`src/rtl/jump_pkg.sv`:
```
// Shared types and widths for the jump launch controller and its debouncer.
package jump_pkg;

  localparam int unsigned V_W      = 11;
  localparam int unsigned DIST_W   = 11;
  localparam int unsigned HEIGHT_W = 9;

  localparam int unsigned V_MIN_DEF    = 16;
  localparam int unsigned V_STEP_DEF   = 4;
  localparam int unsigned V_MAX_DEF    = 1023;
  localparam int unsigned DEBOUNCE_DEF = 3;

  typedef enum logic [2:0] {
    ST_IDLE,
    ST_CHARGE,
    ST_LAUNCH,
    ST_FLY,
    ST_LAND
  } jl_state_e;

endpackage

```
`src/rtl/btn_debounce.sv`:
```
// Button debouncer: the level flips after DEBOUNCE consecutive mismatching samples;
// o_rise pulses for one cycle together with the accepted rising level.
module btn_debounce #(
  parameter int unsigned DEBOUNCE = 3
) (
  input  logic clk_jump,
  input  logic rst_n,
  input  logic i_raw,
  output logic o_level,
  output logic o_rise
);

  localparam int unsigned CW = (DEBOUNCE < 2) ? 1 : $clog2(DEBOUNCE);

  logic [CW-1:0] cnt_q, cnt_d;
  logic          level_q, level_d;
  logic          rise_q, rise_d;

  // A matching sample restarts the count, so only an unbroken run can flip the level.
  always_comb begin
    cnt_d   = '0;
    level_d = level_q;
    rise_d  = 1'b0;
    if (i_raw != level_q) begin
      if (cnt_q == CW'(DEBOUNCE - 1)) begin
        level_d = i_raw;
        rise_d  = i_raw;
      end else begin
        cnt_d = cnt_q + 1'b1;
      end
    end
  end

  always_ff @(posedge clk_jump or negedge rst_n) begin
    if (!rst_n) begin
      cnt_q   <= '0;
      level_q <= 1'b0;
      rise_q  <= 1'b0;
    end else begin
      cnt_q   <= cnt_d;
      level_q <= level_d;
      rise_q  <= rise_d;
    end
  end

  assign o_level = level_q;
  assign o_rise  = rise_q;

endmodule

```
`src/rtl/jump_launch_ctrl.sv`:
```
// Press-and-hold jump launcher: charges a velocity, launches on release, waits for landing.
// Optional JUMP_CHARGE_PINGPONG_EN makes the charge bounce between V_MIN and V_MAX.
module jump_launch_ctrl
  import jump_pkg::*;
#(
  parameter int unsigned V_MIN    = V_MIN_DEF,
  parameter int unsigned V_STEP   = V_STEP_DEF,
  parameter int unsigned V_MAX    = V_MAX_DEF,
  parameter int unsigned DEBOUNCE = DEBOUNCE_DEF
) (
  input  logic              clk_jump,
  input  logic              rst_n,
  input  logic              i_btn,
  input  logic              i_game_run,
  input  logic              i_done,
  input  logic [DIST_W-1:0] i_dist,
  output logic              o_en,
  output logic [V_W-1:0]    o_v_init,
  output logic [V_W-1:0]    o_charge,
  output logic              o_busy,
  output logic              o_land_valid,
  output logic [DIST_W-1:0] o_land_dist
);

  localparam int unsigned    VX     = V_W + 1;
  localparam logic [VX-1:0]  STEP_X = VX'(V_STEP);
  localparam logic [VX-1:0]  MAX_X  = VX'(V_MAX);
  localparam logic [V_W-1:0] VMIN_C = V_W'(V_MIN);
  localparam logic [V_W-1:0] VMAX_C = V_W'(V_MAX);

  jl_state_e         state_q, state_d;
  logic [V_W-1:0]    charge_q, charge_d, charge_nxt;
  logic [V_W-1:0]    v_init_q, v_init_d;
  logic              en_q, en_d;
  logic              busy_q, busy_d;
  logic              lv_q, lv_d;
  logic [DIST_W-1:0] ldist_q, ldist_d;
  logic [VX-1:0]     sum_up;
  logic              btn_db, btn_rise;

  btn_debounce #(.DEBOUNCE(DEBOUNCE)) u_btn_db (
    .clk_jump (clk_jump),
    .rst_n    (rst_n),
    .i_raw    (i_btn),
    .o_level  (btn_db),
    .o_rise   (btn_rise)
  );

  // One extra bit so the step can overshoot before clamping.
  assign sum_up = {1'b0, charge_q} + STEP_X;

`ifdef JUMP_CHARGE_PINGPONG_EN
  localparam logic [VX-1:0]  MIN_X   = VX'(V_MIN);
  localparam logic [V_W-1:0] VSTEP_C = V_W'(V_STEP);

  logic dir_up_q, dir_up_d, dir_up_nxt;

  always_comb begin
    charge_nxt = charge_q;
    dir_up_nxt = dir_up_q;
    if (dir_up_q) begin
      if (sum_up >= MAX_X) begin
        charge_nxt = VMAX_C;
        dir_up_nxt = 1'b0;
      end else begin
        charge_nxt = sum_up[V_W-1:0];
      end
    end else if ({1'b0, charge_q} < MIN_X + STEP_X) begin
      charge_nxt = VMIN_C;
      dir_up_nxt = 1'b1;
    end else begin
      charge_nxt = charge_q - VSTEP_C;
    end
  end

  always_ff @(posedge clk_jump or negedge rst_n) begin
    if (!rst_n) dir_up_q <= 1'b1;
    else        dir_up_q <= dir_up_d;
  end
`else
  always_comb begin
    charge_nxt = (sum_up >= MAX_X) ? VMAX_C : sum_up[V_W-1:0];
  end
`endif

  always_comb begin
    state_d  = state_q;
    charge_d = charge_q;
    v_init_d = v_init_q;
    en_d     = 1'b0;
    lv_d     = 1'b0;
    ldist_d  = ldist_q;
`ifdef JUMP_CHARGE_PINGPONG_EN
    dir_up_d = dir_up_q;
`endif
    if (!i_game_run) begin
      state_d  = ST_IDLE;
      charge_d = '0;
    end else begin
      case (state_q)
        ST_IDLE: begin
          if (btn_rise) begin
            state_d  = ST_CHARGE;
            charge_d = VMIN_C;
`ifdef JUMP_CHARGE_PINGPONG_EN
            dir_up_d = 1'b1;
`endif
          end
        end
        ST_CHARGE: begin
          if (btn_db) begin
            charge_d = charge_nxt;
`ifdef JUMP_CHARGE_PINGPONG_EN
            dir_up_d = dir_up_nxt;
`endif
          end else begin
            v_init_d = charge_q;
            state_d  = ST_LAUNCH;
          end
        end
        // v_init is already stable here; enable follows a cycle later.
        ST_LAUNCH: begin
          en_d    = 1'b1;
          state_d = ST_FLY;
        end
        ST_FLY: begin
          if (i_done) begin
            ldist_d  = i_dist;
            lv_d     = 1'b1;
            charge_d = '0;
            state_d  = ST_LAND;
          end else begin
            en_d = 1'b1;
          end
        end
        ST_LAND: begin
          charge_d = '0;
          if (!i_done && !btn_db) state_d = ST_IDLE;
        end
        default: state_d = ST_IDLE;
      endcase
    end
    busy_d = (state_d != ST_IDLE);
  end

  always_ff @(posedge clk_jump or negedge rst_n) begin
    if (!rst_n) begin
      state_q  <= ST_IDLE;
      charge_q <= '0;
      v_init_q <= '0;
      en_q     <= 1'b0;
      busy_q   <= 1'b0;
      lv_q     <= 1'b0;
      ldist_q  <= '0;
    end else begin
      state_q  <= state_d;
      charge_q <= charge_d;
      v_init_q <= v_init_d;
      en_q     <= en_d;
      busy_q   <= busy_d;
      lv_q     <= lv_d;
      ldist_q  <= ldist_d;
    end
  end

  assign o_en         = en_q;
  assign o_v_init     = v_init_q;
  assign o_charge     = charge_q;
  assign o_busy       = busy_q;
  assign o_land_valid = lv_q;
  assign o_land_dist  = ldist_q;

endmodule

```
`config.mk`:
```
export PLATFORM = sky130hd
export DESIGN_NAME = jump_launch_ctrl
export DESIGN_NICKNAME = d
export VERILOG_FILES = /design/src/rtl/jump_pkg.sv /design/src/rtl/btn_debounce.sv /design/src/rtl/jump_launch_ctrl.sv
export SDC_FILE = /design/constraint.sdc
export NUM_CORES = 1
export LEC_CHECK = 0
export BUFFER_PORTS_ARGS = -buffer_cell sky130_fd_sc_hd__clkbuf_2
export CAP_MARGIN = 30
export CORE_MARGIN = 2
export CORE_UTILIZATION = 45
export CTS_BUF_LIST = sky130_fd_sc_hd__clkbuf_16
export DETAILED_ROUTE_END_ITERATION = 8
export HOLD_SLACK_MARGIN = 0.12
export PLACE_DENSITY_LB_ADDON = 0.1
export SLEW_MARGIN = 40
export SYNTH_ARGS = -nofsm -noshare
export SYNTH_HDL_FRONTEND = slang
export SYNTH_SLANG_ARGS = --single-unit
export TNS_END_PERCENT = 1
```
`constraint.sdc`:
```
create_clock -name clk_jump -period 2.17 [get_ports clk_jump]
set_input_delay 0.1085 -clock clk_jump [delete_from_list [all_inputs] [get_ports clk_jump]]
set_output_delay 0.1085 -clock clk_jump [all_outputs]
set_load 0.01 [all_outputs]
```
==> out/metrics.cfg <==
[final_layout]
final_cell_mix=51 x clkbuf_2, 41 x dfrtp_1, 18 x mux2_2
fin_util_pct=58.8
instances_no_fill=297
drive_above_1_share_pct=39.2
diodes=0
area_growth_pct=24.7
fillerInstances=388
nets=262
final_common_cell=clkbuf_2

[setup_path]
r2r_slack_ps=170
worst_setup_path_end_kind=flop
crit_fanout=7
crit_required_ps=2310
cp.arrival_ps=2130
path_class=reg2reg
start_kind=flop

[clocking]
clockBufferDepth=2
cts.sinks=41
cts_tree=done
path_clk_slew_ps=60
root_buffer=clkbuf_16
htree_levels=2
clk_latency_ps=280
cts-buffers-inserted=5

[yosys]
netlist_area_mm2=0.00208
ys_types=48
seq_area_frac_synth_pct=49.3
synth_edf_count=0
synthCells=184
async_reset_ff_share_pct=100
synth_top_flop_cell=dfrtp_1
syn_nets=202
yosys_warnings=0
postSynthAreaPerCell_um2=11.3
ys_ff_latch=41

[floorplan]
die_h_um=72
initial_core_util_pct=47.1
coreArea_mm2=0.00441
io_pins=52
die_w_um=72
die-area_mm2=0.00518
std_cell_rows=24

[power_and_ir_drop]
irDropWorstVdd_uv=435
power.density_mw_per_mm2=795
fin_total_pwr_mw=2.06
leakagePower_nw=1.26

[timing]
rsz0062_at_grt=false
tightest_slew_ps=506
fmax_mhz=501
hold_viol_final=0
timing.final.crit_share_pct=92.1
clock_skew_ps=3.65
setup_viol=0
setup-tns-final_ps=0
maxSlewViolCount=0
slew_headroom_pct=66.3
fin_crit_ps=2000

[route]
vias=1571
wl_mm=4.53
drtPass1Iterations=4
drtIter0Drc=110
drc=0
ant_nets=0
wl_per_cell_um=15.2
via_per_inst=5.29

[grt]
gr-max-usage-layer=met2
grt_max_degree=42
gr-usage-met2_pct=31.3
use_met3_pct=5.42
grt_pass1_vias=1594
use_met1_pct=25.3
grt_remaining_overflow=0
grt_usage_pct=19.5
grt_pass1_wl_mm=7.67
grt_antenna_before_repair=0

[placed_design]
gp_congestion=0.900
port_buffers=51
dp.cells=276
place_hpwl_mm=3.20

[worst_hold_path]
holdCritPathClass=in2reg

[outcome]
outcome=finished clean

[job]
cap_viol_max_count=0

## per-layer routing
layer | share of wire, % | vias up
li1 | - | 773
met1 | 45 | 746
met2 | 48 | 44
met3 | 4.5 | 8
met4 | 1.7 | 0
met5 | 0 | -
## kinds of logic (layout without fill, tap and decap cells)
logic type	after synthesis	in the layout	share of synthesized area [%]
simple gates	57	57	15.5
compound gates	43	43	15.7
flops	41	41	49.3
mux	20	20	11.3
buf+inv	19	80	6.13
fa+ha+maj	2	2	1.20
xor+xnor	2	2	0.842
## sequential cells by signal, indices dropped and copies added (netlist names)
name              flops
o_busy                1
o_charge             10
o_en                  1
o_land_dist          11
o_land_valid          1
o_v_init             10
state_q               3
u_btn_db.cnt_q        2
u_btn_db.o_level      1
u_btn_db.o_rise       1
## per-stage QoR
stage               cell area [um^2]  setup WS, ps  hold slack (ps)
global route                    2590          66.2              154
floorplan                       2080           291             -187
CTS                             2590           191              136
global placement                2320           291              189
finish                          2590           172              132
detailed placement              2320           245              206
## report_power, final
part,leakage (nW),internal (mW),switching [mW]
combinational,0.626,0.194,0.204
sequential,0.564,0.841,0.0972
clock,0.0702,0.427,0.300
## final timing paths
check | start | end | depth (start not counted)
min | i_game_run | o_charge[4]$_DFFE_PN0P_ | 3
max | o_charge[2]$_DFFE_PN0P_ | o_charge[3]$_DFFE_PN0P_ | 6
max in group asynchronous | rst_n | o_charge[3]$_DFFE_PN0P_ | 3
max reg2reg | o_charge[2]$_DFFE_PN0P_ | o_charge[3]$_DFFE_PN0P_ | 6
min in group asynchronous | rst_n | o_charge[4]$_DFFE_PN0P_ | 3
min reg2reg | u_btn_db.cnt_q[0]$_DFF_PN0_ | u_btn_db.cnt_q[0]$_DFF_PN0_ | 1
## worst max-delay path: stages (launching register included)
cell,delay (ps)
dfrtp_1,450
ha_1,310
and4_4,250
a21oi_1,260
a2bb2oi_2,190
a21boi_4,270
a311oi_2,120
## final cells by class
cell class                      instances  area, um^2  share of cell area (%)
Clock inverter                          3        21.3                   0.820
Multi-Input combinational cell        124         927                    35.7
Inverter                                4        15.0                   0.579
Clock buffer                            5         125                    4.82
Sequential cell                        41        1030                    39.5
Tap cell                               52        65.1                    2.51
Timing Repair Buffer                   68         415                    16.0
## cell usage after synthesis (all sizes together), types with 3 or more instances
cell     n  area share (%)
inv      4            0.72
o21ai    9             2.2
nor2b    5             1.5
and3     3             1.4
buf     14             5.2
nor2    11             2.0
a31oi    3            0.90
mux2    18             9.7
nand3    8             1.9
nand2b   3            0.90
a211oi   4             1.7
nand2   14             2.5
a21oi   11             2.6
dfrtp   41              49
## timing repair
item	in CTS	in global routing
hold buffers	13	0
hold endpoints to repair	54	0
buffers inserted	0	0
endpoints found under the setup margin	0	0
resized for setup	0	0
(Power assumes the default switching activity.)
